[config.mk]
export PLATFORM = sky130hd
export DESIGN_NAME = word_byte_serializer
export DESIGN_NICKNAME = d
export VERILOG_FILES = /design/src/rtl/word_byte_serializer_pkg.sv /design/src/rtl/word_byte_select.sv /design/src/rtl/word_byte_serializer.sv
export SDC_FILE = /design/constraint.sdc
export NUM_CORES = 1
export LEC_CHECK = 0
export CAP_MARGIN = 20
export CORE_MARGIN = 5
export CORE_UTILIZATION = 42
export DETAILED_ROUTE_END_ITERATION = 7
export GPL_ROUTABILITY_DRIVEN = 0
export PLACE_DENSITY = 0.75
export SYNTH_ARGS = -nofsm -noshare
export SYNTH_HDL_FRONTEND = slang
export SYNTH_SLANG_ARGS = --single-unit
export TNS_END_PERCENT = 5
[constraint.sdc]
create_clock -name clk -period 1.64 [get_ports clk]
set_input_delay 0.246 -clock clk [delete_from_list [all_inputs] [get_ports clk]]
set_output_delay 0.246 -clock clk [all_outputs]
set_load 0.03 [all_outputs]
[src/rtl/word_byte_serializer_pkg.sv]
// Shared constants and state encoding
// for the word-to-byte serializer.
package word_byte_serializer_pkg;

   localparam int BYTE_W = 8;
   localparam int BYTES  = 4;
   localparam int WORD_W = BYTE_W * BYTES;
   localparam int IDX_W  = $clog2(BYTES);

   typedef enum logic {
      IDLE = 1'b0,
      SEND = 1'b1
   } state_t;

endpackage

[src/rtl/word_byte_select.sv]
// Combinational byte picker; index 0
// selects the most-significant byte.
module word_byte_select
   import word_byte_serializer_pkg::*;
(
   input  logic [WORD_W-1:0] word,
   input  logic [IDX_W-1:0]  idx,
   output logic [BYTE_W-1:0] sel
);

   always_comb begin
      sel = '0;
      for (int i = 0; i < BYTES; i++) begin
         if (idx == IDX_W'(i)) begin
            sel = word[(BYTES-1-i)*BYTE_W +: BYTE_W];
         end
      end
   end

endmodule

[src/rtl/word_byte_serializer.sv]
// Splits a 32-bit word into four bytes,
// MSB first, with per-byte handshakes.
module word_byte_serializer
   import word_byte_serializer_pkg::*;
(
   input  logic              clk,
   input  logic              reset,
   input  logic              in_valid,
   output logic              in_ready,
   input  logic [WORD_W-1:0] in_data,
   output logic              out_valid,
   input  logic              out_ready,
   output logic [BYTE_W-1:0] out_data,
   output logic              out_last,
   output logic [IDX_W-1:0]  out_idx
);

   state_t             state_q, state_d;
   logic [WORD_W-1:0]  word_q, word_d;
   logic [IDX_W-1:0]   idx_q, idx_d;
   logic               last_idx;
   logic               in_fire;
   logic               out_fire;

   assign last_idx  = (idx_q == IDX_W'(BYTES-1));
   assign out_valid = (state_q == SEND);
   assign out_fire  = out_valid & out_ready;
   assign out_last  = out_valid & last_idx;
   assign out_idx   = idx_q;

   // Last-byte pass-through keeps words
   // back-to-back with no bubble.
   assign in_ready = ~reset &
      ((state_q == IDLE) | (out_fire & last_idx));
   assign in_fire  = in_valid & in_ready;

   word_byte_select u_sel (
      .word (word_q),
      .idx  (idx_q),
      .sel  (out_data)
   );

   always_comb begin
      state_d = state_q;
      word_d  = word_q;
      idx_d   = idx_q;
      unique case (state_q)
         IDLE: begin
            if (in_fire) begin
               word_d  = in_data;
               idx_d   = '0;
               state_d = SEND;
            end
         end
         SEND: begin
            if (out_fire) begin
               if (!last_idx) begin
                  idx_d = idx_q + IDX_W'(1);
               end else if (in_fire) begin
                  word_d = in_data;
                  idx_d  = '0;
               end else begin
                  idx_d   = '0;
                  state_d = IDLE;
               end
            end
         end
         default: state_d = IDLE;
      endcase
   end

   always_ff @(posedge clk) begin
      if (reset) begin
         state_q <= IDLE;
         word_q  <= '0;
         idx_q   <= '0;
      end else begin
         state_q <= state_d;
         word_q  <= word_d;
         idx_q   <= idx_d;
      end
   end

endmodule

## Word-level counts from Yosys, hierarchy flattened

Index checks and enable logic that the tools add are counted.

| word-level totals | value |
|---|---|
| flip-flop bits (word level) | 35 |
| word-level logic and storage cells | 37 |

| cells by class | value |
|---|---|
| add/subtract/negate cells | 1 |
| eq/ne operators | 6 |
| multiplexer cells | 16 |
| bitwise logic cells | 8 |
| reduce and logical (&&, ||, !) cells | 3 |

Operators by type and width:

| kind | number |
|---|---|
| 32-bit 2-to-1 mux | 3 |
| 32-bit one-hot mux with 2 select lines | 1 |
| 8-bit 2-to-1 mux | 4 |
| 2-bit 2-to-1 mux | 3 |
| 1-bit bitwise AND | 5 |
| 2-bit == test, second input constant | 2 |
| 2-bit by 1-bit inequality test with 1-bit output, second input constant | 2 |
| 2-bit one-hot mux with 2 select lines | 1 |
| 2-bit AND reduction | 2 |
| 1-bit 2-to-1 mux | 3 |
| 2-bit by 1-bit adder with 2-bit output, second input constant | 1 |
| 2-bit by 1-bit == test with 1-bit output, second input constant | 1 |
| 2-bit zero test | 1 |
| 2-bit inequality test, second input constant | 1 |
| 1-bit NOT | 2 |
| 1-bit one-hot mux with 2 select lines | 1 |
| 1-bit OR | 1 |

## Longest topological paths before layout

Gate-level depths: netlist of run 1.

| depth | value |
|---|---|
| depth after elaboration | 9 |
| mapped depth | 7 |
| gate-level depth less buffers | 5 |

## Cells and area by module

Synthesis of run 1 repeated with hierarchy kept, for this count alone.

| unflattened totals | value |
|---|---|
| cell total of the unflattened synthesis | 129 |
| area, all modules | 1614.0 µm² |

Modules (own cells, without submodules):

| module | times used | cells an instance | area an instance (µm²) | sequential area each (µm²) |
|---|---|---|---|---|
| word_byte_serializer | 1 | 119 | 1417.6 | 700.7 |
| word_byte_select | 1 | 10 | 196.4 | 0.0 |

## Worst setup path after synthesis of run 1

Ideal clock, no wire load.

| path | value |
|---|---|
| kind | reg-to-output |
| start | register idx_q[1] (netlist: out_idx[1]) |
| end | output out_data[0] |
| arrival time | 2.146 ns |
| data required time | 1.394 ns |
| setup slack | -0.752 ns |
| cell stages (with the launch flop) | 8 |
| cell sequence | dfxtp_1 -> inv_1 -> ha_1 -> clkbuf_1 -> nor2b_1 -> buf_2 -> a221oi_1 -> o31ai_1 |

| on the way | value |
|---|---|
| word-level cells in the longest chain between the ends | 5 |
| elaborated cells on any way between the ends | 8 |

RTL lines:

| item | RTL line | RTL |
|---|---|---|
| from (decl) | word_byte_serializer.sv:20 | `logic [IDX_W-1:0] idx_q, idx_d;` |
| from (signal assigned) | word_byte_serializer.sv:80 | `idx_q <= idx_d;` |
| 2-bit zero test | word_byte_select.sv:14 | `if (idx == IDX_W'(i)) begin` |
| 8-bit 2-to-1 mux (3 in a row) | word_byte_select.sv:14 |  |
| 8-bit 2-to-1 mux (*) | word_byte_select.sv:14 |  |
| to (decl) | word_byte_serializer.sv:13 | `output logic [BYTE_W-1:0] out_data,` |

Mark *: on every way between the ends. The rest lies on a longest branch, timed or not.

## Worst setup path in the final report of run 1

| path | value |
|---|---|
| start | register idx_q[0] (netlist: out_idx[0]) |
| end | output out_data[3] |

Same word-level chain as after synthesis.

==> flow_metrics.tcl, run 1 <==
set metrics [dict create \
    floorplan_die_area_um2 5400 \
    grt_util_all_layers 0.2011 \
    die_h_um 73.49 \
    minimum_setup_slack_among_reg_to_reg_paths_ns -0.11 \
    ant_nets 0 \
    first_pass_iters 4 \
    clkSlewWorstSetupHoldPaths_ns 0.07 \
    outcome "finished, violations left" \
    worstSetupPathType "flip-flop to output port" \
    type_of_element_capturing_the_critical_path "output port" \
    clk_root_buffer_cell "sky130_fd_sc_hd__clkbuf_8" \
    ys_dominant_reg_cell "sky130_fd_sc_hd__dfxtp_1" \
    synthDominantAreaCellType "sky130_fd_sc_hd__dfxtp_1" \
    clock_buffers_created_by_tritoncts 5 \
    report.final.slew_viol_count 0 \
    fp-row-count 23 \
    rr_worst_depth 7 \
    port-buffer-count 48 \
    grt_max_degree 33 \
    source_to_sink_clock_delay_at_the_later_pin_of_the_worst_skew_pair_ns 0.28 \
    global_route.overflow_total 0 \
    synth.yosys.seq_area_share 0.4139 \
    ys_types 20 \
    min_from "in_data[12]" \
    layout.nets 265 \
    setup_repair_after_global_routing_missed_its_margin "true" \
    cp.required_ns 1.39 \
    route.final.wire_length_um 5009 \
    p_per_area_nw_per_um2 762.1 \
    area_grow_syn2layout_pct 66.96 \
    first_pass_grt_wire_length_um 8169 \
    critical-path-top-delay-family "buffers and inverters" \
    fin_setup_tns_ns -5.882 \
    vdd_drop_max_mv 0.4404 \
    critical_path.startpoint_type "flip-flop" \
    yosysMostFrequentCell "sky130_fd_sc_hd__nor2b_1" \
    ys_seq_elements 35 \
    cts.htree.levels 2 \
    setup_violations 42 \
    cts_num_sinks 35 \
    critical-path-slowest-cell "sky130_fd_sc_hd__dfxtp_4" \
    hold_viol_final 0 \
    drv_cap 0 \
    ioPinCount 49 \
    synthTopCellsByCount "sky130_fd_sc_hd__nor2b_1, sky130_fd_sc_hd__dfxtp_1, sky130_fd_sc_hd__mux2_2" \
    fp.coreArea_um2 3943 \
    wl_per_cell_um 18.15 \
    layout_min_cycle_time_ns 1.980 \
    max-slew-margin-rel 0.7786 \
    top_area_cell_type_share_of_the_netlist_area 0.4139 \
    drive_gt1_frac 0.4425 \
    insertedDiodeCount 0 \
    cts_max_path_buffers 2 \
    crit_path_max_fanout 5 \
    via_count 1424 \
    hold_path_class "input port to flip-flop" \
    detailed_place_hpwl_um 3233 \
    yosysWarnings 0 \
    cts_tree "done" \
    post-route-cell-area_um2 2826 \
    detail_route.iter0.violations 46 \
    critical_path.max_stage_delay_ns 0.35 \
    critical_path_buf_inv_count 3 \
    crit_path_frequent_cell "sky130_fd_sc_hd__buf_6" \
    grt_pass1_vias 1608 \
    syn_inst 162 \
    whs_path_depth 2 \
    cellLeakagePower_nw 1.121 \
    synthesis.nets 202 \
    viasPerCell 5.159 \
    finalCritPeriodShare 1.207 \
    maxClockFrequency_ghz 0.5052 \
    placed_cells_incl_taps 261 \
    die-width_um 73.49 \
    synth.cell_area_um2 1693 \
    initial_core_util 0.4294 \
    worstReg2RegStart "out_idx[0]" \
    finalClockSkew_ns 0.006428 \
    antenna_violations_before_repair 0 \
    arrival_time_at_the_worst_endpoint_ns 1.73 \
    synth_edf_count 0 \
    finish.cell_count_without_fillers 276 \
    drc 0 \
    async_set_or_reset_register_ratio_after_synthesis 0 \
    failed_checks "negative setup slack" \
    crit_path_cell_trace "buf_6 > ha_4 > nor2b_4 > buf_4 > a221oi_2 > o31ai_4 > buf_6" \
    final_util 0.7169 \
    synth_area_per_cell_um2 10.45 \
    synth_top_cells_by_area "sky130_fd_sc_hd__dfxtp_1, sky130_fd_sc_hd__mux2_2, sky130_fd_sc_hd__nor2b_1" \
    min_delay_worst_endpoint "word_q[12]" \
    fin_ws_ns -0.3396 \
    placed_cell_area_um2 2489 \
    worst_tran_pin_value_ns 0.3321 \
    critical_path.reg2reg.endpoint "word_q[21]" \
]
## logic make-up (layout without fill, tap and decap cells)
logic type | Yosys count | count (layout) | share of synthesized area
AOI/OAI and AO/OA | 19 | 19 | 0.09165
adders and majority gates | 4 | 4 | 0.02957
buffers and inverters | 14 | 78 | 0.04804
DFF | 35 | 35 | 0.4139
muxes | 33 | 33 | 0.2188
and+or+nand+nor | 57 | 57 | 0.1981
## state kept, by name (all words and copies together), names as in the netlist
name / flops
out_valid: 1
out_idx: 2
word_q: 32
## worst max-delay path by stage
stage	slack [ns]	endpoint	depth (start not counted)	from
after floorplan	-0.11	out_data[0]	7	out_idx[1]
after global placement	-0.45	out_data[0]	6	out_idx[0]
after detailed placement	-0.46	out_data[7]	6	out_idx[0]
after CTS	-0.32	out_data[1]	7	out_idx[0]
after global routing	-0.41	out_data[2]	7	out_idx[0]
final	-0.34	out_data[3]	7	out_idx[0]
## metrics by stage
step / power (mW) / worst slack (ns) / hold WS [ns]
6_report: 2.154 / -0.3396 / 0.5589
5_1_grt: 2.235 / -0.4064 / 0.5643
4_1_cts: 2.163 / -0.3174 / 0.5582
3_5_place_dp: 1.394 / -0.4627 / 0.5856
3_3_place_gp: 1.383 / -0.4464 / 0.5916
2_1_floorplan: 1.219 / -0.1082 / 0.3667
## layout make-up
type / count / area, um2
Multi-Input combinational cell: 113 / 1217
Fill cell: 259 / 1116
Timing Repair Buffer: 68 / 728.2
Sequential cell: 35 / 708.2
Clock buffer: 8 / 100.1
Tap cell: 50 / 62.56
Inverter: 2 / 10.01
## where the power goes
| part | leakage (nW) | internal, mW | switching [mW] |
|---|---|---|---|
| clock | 0.0515 | 0.383 | 0.305 |
| combinational | 0.780 | 0.300 | 0.206 |
| sequential | 0.290 | 0.908 | 0.0523 |
## per-layer routing
layer  track usage  share of wire  routed length [um]
met5             0              0                   0
met4       0.07243          0.025                 126
met3       0.05198          0.056                 279
met2        0.3533           0.52                2607
met1        0.2331           0.40                1995
## repair_timing
action / CTS / global route
gates resized for setup: 36 / 3
setup buffers: 6 / 0
hold buffers: 0 / 0
pin swaps: 11 / 6
gates cloned: 1 / 0
endpoints found under the setup margin: 45 / 42
## placed cells by master (no fill, tap or decap), types with 2 or more instances in the layout
cell                               n
sky130_fd_sc_hd__a221oi_2          2
sky130_fd_sc_hd__a221oi_4          6
sky130_fd_sc_hd__buf_12            4
sky130_fd_sc_hd__buf_4            10
sky130_fd_sc_hd__buf_6            15
sky130_fd_sc_hd__clkbuf_8          7
sky130_fd_sc_hd__clkdlybuf4s50_1  35
sky130_fd_sc_hd__dfxtp_1          33
sky130_fd_sc_hd__dfxtp_4           2
sky130_fd_sc_hd__dlygate4sd2_1     3
sky130_fd_sc_hd__ha_4              3
sky130_fd_sc_hd__mux2_2           31
sky130_fd_sc_hd__nand2_1           9
sky130_fd_sc_hd__nor2_1            4
sky130_fd_sc_hd__nor2b_1          37
sky130_fd_sc_hd__nor2b_4           3
sky130_fd_sc_hd__o31ai_4           8
No activity file was read; power rests on OpenSTA's default activity.
==> inputs of run 2 (changes only) <==
--- a/config.mk
+++ b/config.mk
@@ -10,8 +10,8 @@
 export CORE_UTILIZATION = 42
 export DETAILED_ROUTE_END_ITERATION = 7
 export GPL_ROUTABILITY_DRIVEN = 0
-export PLACE_DENSITY = 0.75
+export PLACE_DENSITY = 0.76
 export SYNTH_ARGS = -nofsm -noshare
 export SYNTH_HDL_FRONTEND = slang
+export SYNTH_HIERARCHICAL = 1
 export SYNTH_SLANG_ARGS = --single-unit
-export TNS_END_PERCENT = 5
==> flow_metrics.tcl, run 2 <==
set metrics [dict create \
    ant_nets 0 \
    hold_path_class "input port to flip-flop" \
    critical_path.max_stage_delay_ns 0.39 \
    wl_met2_um 1997 \
    critical-path-slowest-cell "sky130_fd_sc_hd__dfxtp_4" \
    p_per_area_nw_per_um2 803.4 \
    cellLeakagePower_nw 1.021 \
    seq_power_share 0.473 \
    setup_repair_after_global_routing_missed_its_margin "true" \
    met1_length_um 1834 \
    clkSlewWorstSetupHoldPaths_ns 0.07 \
    synthTopCellsByCount "sky130_fd_sc_hd__dfxtp_1, sky130_fd_sc_hd__mux2_2, sky130_fd_sc_hd__nor2b_1" \
    finalClockSkew_ns 0.007208 \
    async_set_or_reset_register_ratio_after_synthesis 0 \
    synth_area_per_cell_um2 12.51 \
    top_area_cell_type_share_of_the_netlist_area 0.4341 \
    detailroute.wirelength.met3_um 211 \
    internal_dissipation_mw 1.514 \
    insertedDiodeCount 0 \
    failed_checks "negative setup slack" \
    hold_viol_final 0 \
    cts_num_sinks 35 \
    placed_cells_incl_taps 225 \
    setup_violations 42 \
    drive_gt1_frac 0.4145 \
    synthDominantAreaCellType "sky130_fd_sc_hd__dfxtp_1" \
    critical_path_buf_inv_count 3 \
    whs_ns 0.5820 \
    ys_types 15 \
    die_h_um 71.99 \
    switchingPower_mw 0.4723 \
    detailed_place_hpwl_um 2459 \
    critical-path-top-delay-family "buffers and inverters" \
    fin_ws_ns -0.08332 \
    crit_path_cell_trace "buf_8 > ha_4 > a21boi_4 > nor3b_4 > buf_6 > clkbuf_16 > mux2_4" \
    cts.htree.levels 2 \
    vdd_drop_max_mv 0.5955 \
    pre_cts_slack_ns -0.2092 \
    ys_seq_elements 35 \
    arrival_time_at_the_worst_endpoint_ns 1.89 \
    area_occupied_by_multi_input_gates_um2 949.7 \
    comb_power_share 0.219 \
    outcome "finished, violations left" \
    cts_max_path_buffers 2 \
    grt_pass1_vias 1380 \
    drv_cap 0 \
    viasPerCell 4.983 \
    maxClockFrequency_ghz 0.5803 \
    crit_path_max_fanout 6 \
    max-slew-margin-rel 0.7927 \
    yosysWarnings 6 \
    report.final.slew_viol_count 0 \
    clk_root_buffer_cell "sky130_fd_sc_hd__clkbuf_8" \
    synthesis.nets 166 \
    die-width_um 71.99 \
    via_count 1201 \
    top_layer_used "met3" \
    wl_per_cell_um 16.77 \
    cp.required_ns 1.80 \
    layout.nets 230 \
    fp-row-count 22 \
    port-buffer-count 48 \
    largest_reg_flops 32 \
    max_flop_register "word_q" \
    ys_dominant_reg_cell "sky130_fd_sc_hd__dfxtp_1" \
    synth_top_cells_by_area "sky130_fd_sc_hd__dfxtp_1, sky130_fd_sc_hd__mux2_2, sky130_fd_sc_hd__nor2b_1" \
    ioPinCount 49 \
    detail_route.iter0.violations 55 \
    clock_buffers_created_by_tritoncts 5 \
    yosysMostFrequentCell "sky130_fd_sc_hd__dfxtp_1" \
    finish.cell_count_without_fillers 241 \
    type_of_element_capturing_the_critical_path "flip-flop" \
    syn_inst 129 \
    fill_cells 292 \
    first_pass_grt_wire_length_um 6444 \
    layout_min_cycle_time_ns 1.723 \
    initial_core_util 0.4376 \
    fp.coreArea_um2 3689 \
    grt_max_degree 21 \
    layout.cells.most_common "sky130_fd_sc_hd__clkdlybuf4s50_1" \
    cts_tree "done" \
    grt_util_all_layers 0.1588 \
    power.share.switching 0.2378 \
    finalCritPeriodShare 1.051 \
    synth.yosys.seq_area_share 0.4341 \
    final_util 0.6703 \
    area_grow_syn2layout_pct 53.18 \
    synth.cell_area_um2 1614 \
    critical_path.startpoint_type "flip-flop" \
    source_to_sink_clock_delay_at_the_later_pin_of_the_worst_skew_pair_ns 0.27 \
    final_cell_mix "sky130_fd_sc_hd__clkdlybuf4s50_1, sky130_fd_sc_hd__dfxtp_1, sky130_fd_sc_hd__nor2b_1, sky130_fd_sc_hd__mux2_4, sky130_fd_sc_hd__buf_4" \
    route.final.wire_length_um 4042 \
    report.power.total_mw 1.986 \
    clockPowerShare 0.308 \
    floorplan_die_area_um2 5183 \
    synth_edf_count 0 \
    seq_area_um2 708.2 \
    antenna_violations_before_repair 0 \
    drc 0 \
    worst_tran_pin_value_ns 0.3100 \
    worstSetupPathType "flip-flop to flip-flop" \
    global_route.overflow_total 0 \
    first_pass_iters 4 \
]
## run 2: cell count changes after synthesis, sizes merged, moves of 3 or more
cell    change
nand2       -9
nor2b       -9
a221oi      -8
mux4        +8
o31ai       -8
ha          -3
## run 2: area by class of cell
class,instances,share of cell area
repair buffers,66,0.2697
multi-input cells,85,0.3841
clock inverters,1,0.002024
clock buffers,6,0.03340
flip-flops and latches,35,0.2864
well taps,48,0.02429
## run 2: what timing repair did
action	CTS	global route
hold buffers	0	0
cloned	1	1
pin swaps	1	2
endpoints found under the hold margin	0	0
endpoints found under the setup margin	45	44
gates resized for setup	79	12
buffers inserted	6	2
## run 2: routing by layer
| metal | global-route usage | up-vias |
|---|---|---|
| li1 | - | 577 |
| met5 | 0 | - |
| met1 | 0.1874 | 589 |
| met2 | 0.2857 | 35 |
| met3 | 0.04848 | 0 |
| met4 | 0.02923 | 0 |
## run 2: worst paths after layout
kind / startpoint / end / slack (ns) / depth (start not counted)
setup / recovery: out_idx[0] / word_q[21] / -0.08 / 7
hold / removal: in_data[12] / word_q[12] / 0.58 / 2
setup reg to reg: out_idx[0] / word_q[21] / -0.08 / 7
hold reg to reg: word_q[1] / word_q[1] / 0.60 / 2
## run 2: power by group through the flow
stage                     clock, mW  combinational, mW  sequential [mW]
after floorplan                   0              0.207            0.952
after global placement            0              0.351            0.959
after detailed placement          0              0.360            0.962
after CTS                     0.630              0.423            0.939
after global routing          0.674              0.459            0.946
final                         0.611              0.435            0.940
## run 2: through the flow
stage,instance area [um2],TNS [ns]
4_1_cts,2439,-2.513
2_1_floorplan,1624,0
3_3_place_gp,2173,-5.822
6_report,2472,-1.931
5_1_grt,2472,-4.014
3_5_place_dp,2173,-6.663
## run 2: logic make-up after synthesis
| logic type | count (synthesis) | synth area share |
|---|---|---|
| flops | 35 | 0.4341 |
| compound gates | 3 | 0.02248 |
| mux | 41 | 0.3411 |
| fa+ha+maj | 1 | 0.007751 |
| simple gates | 40 | 0.1535 |
| buf+inv | 9 | 0.04108 |
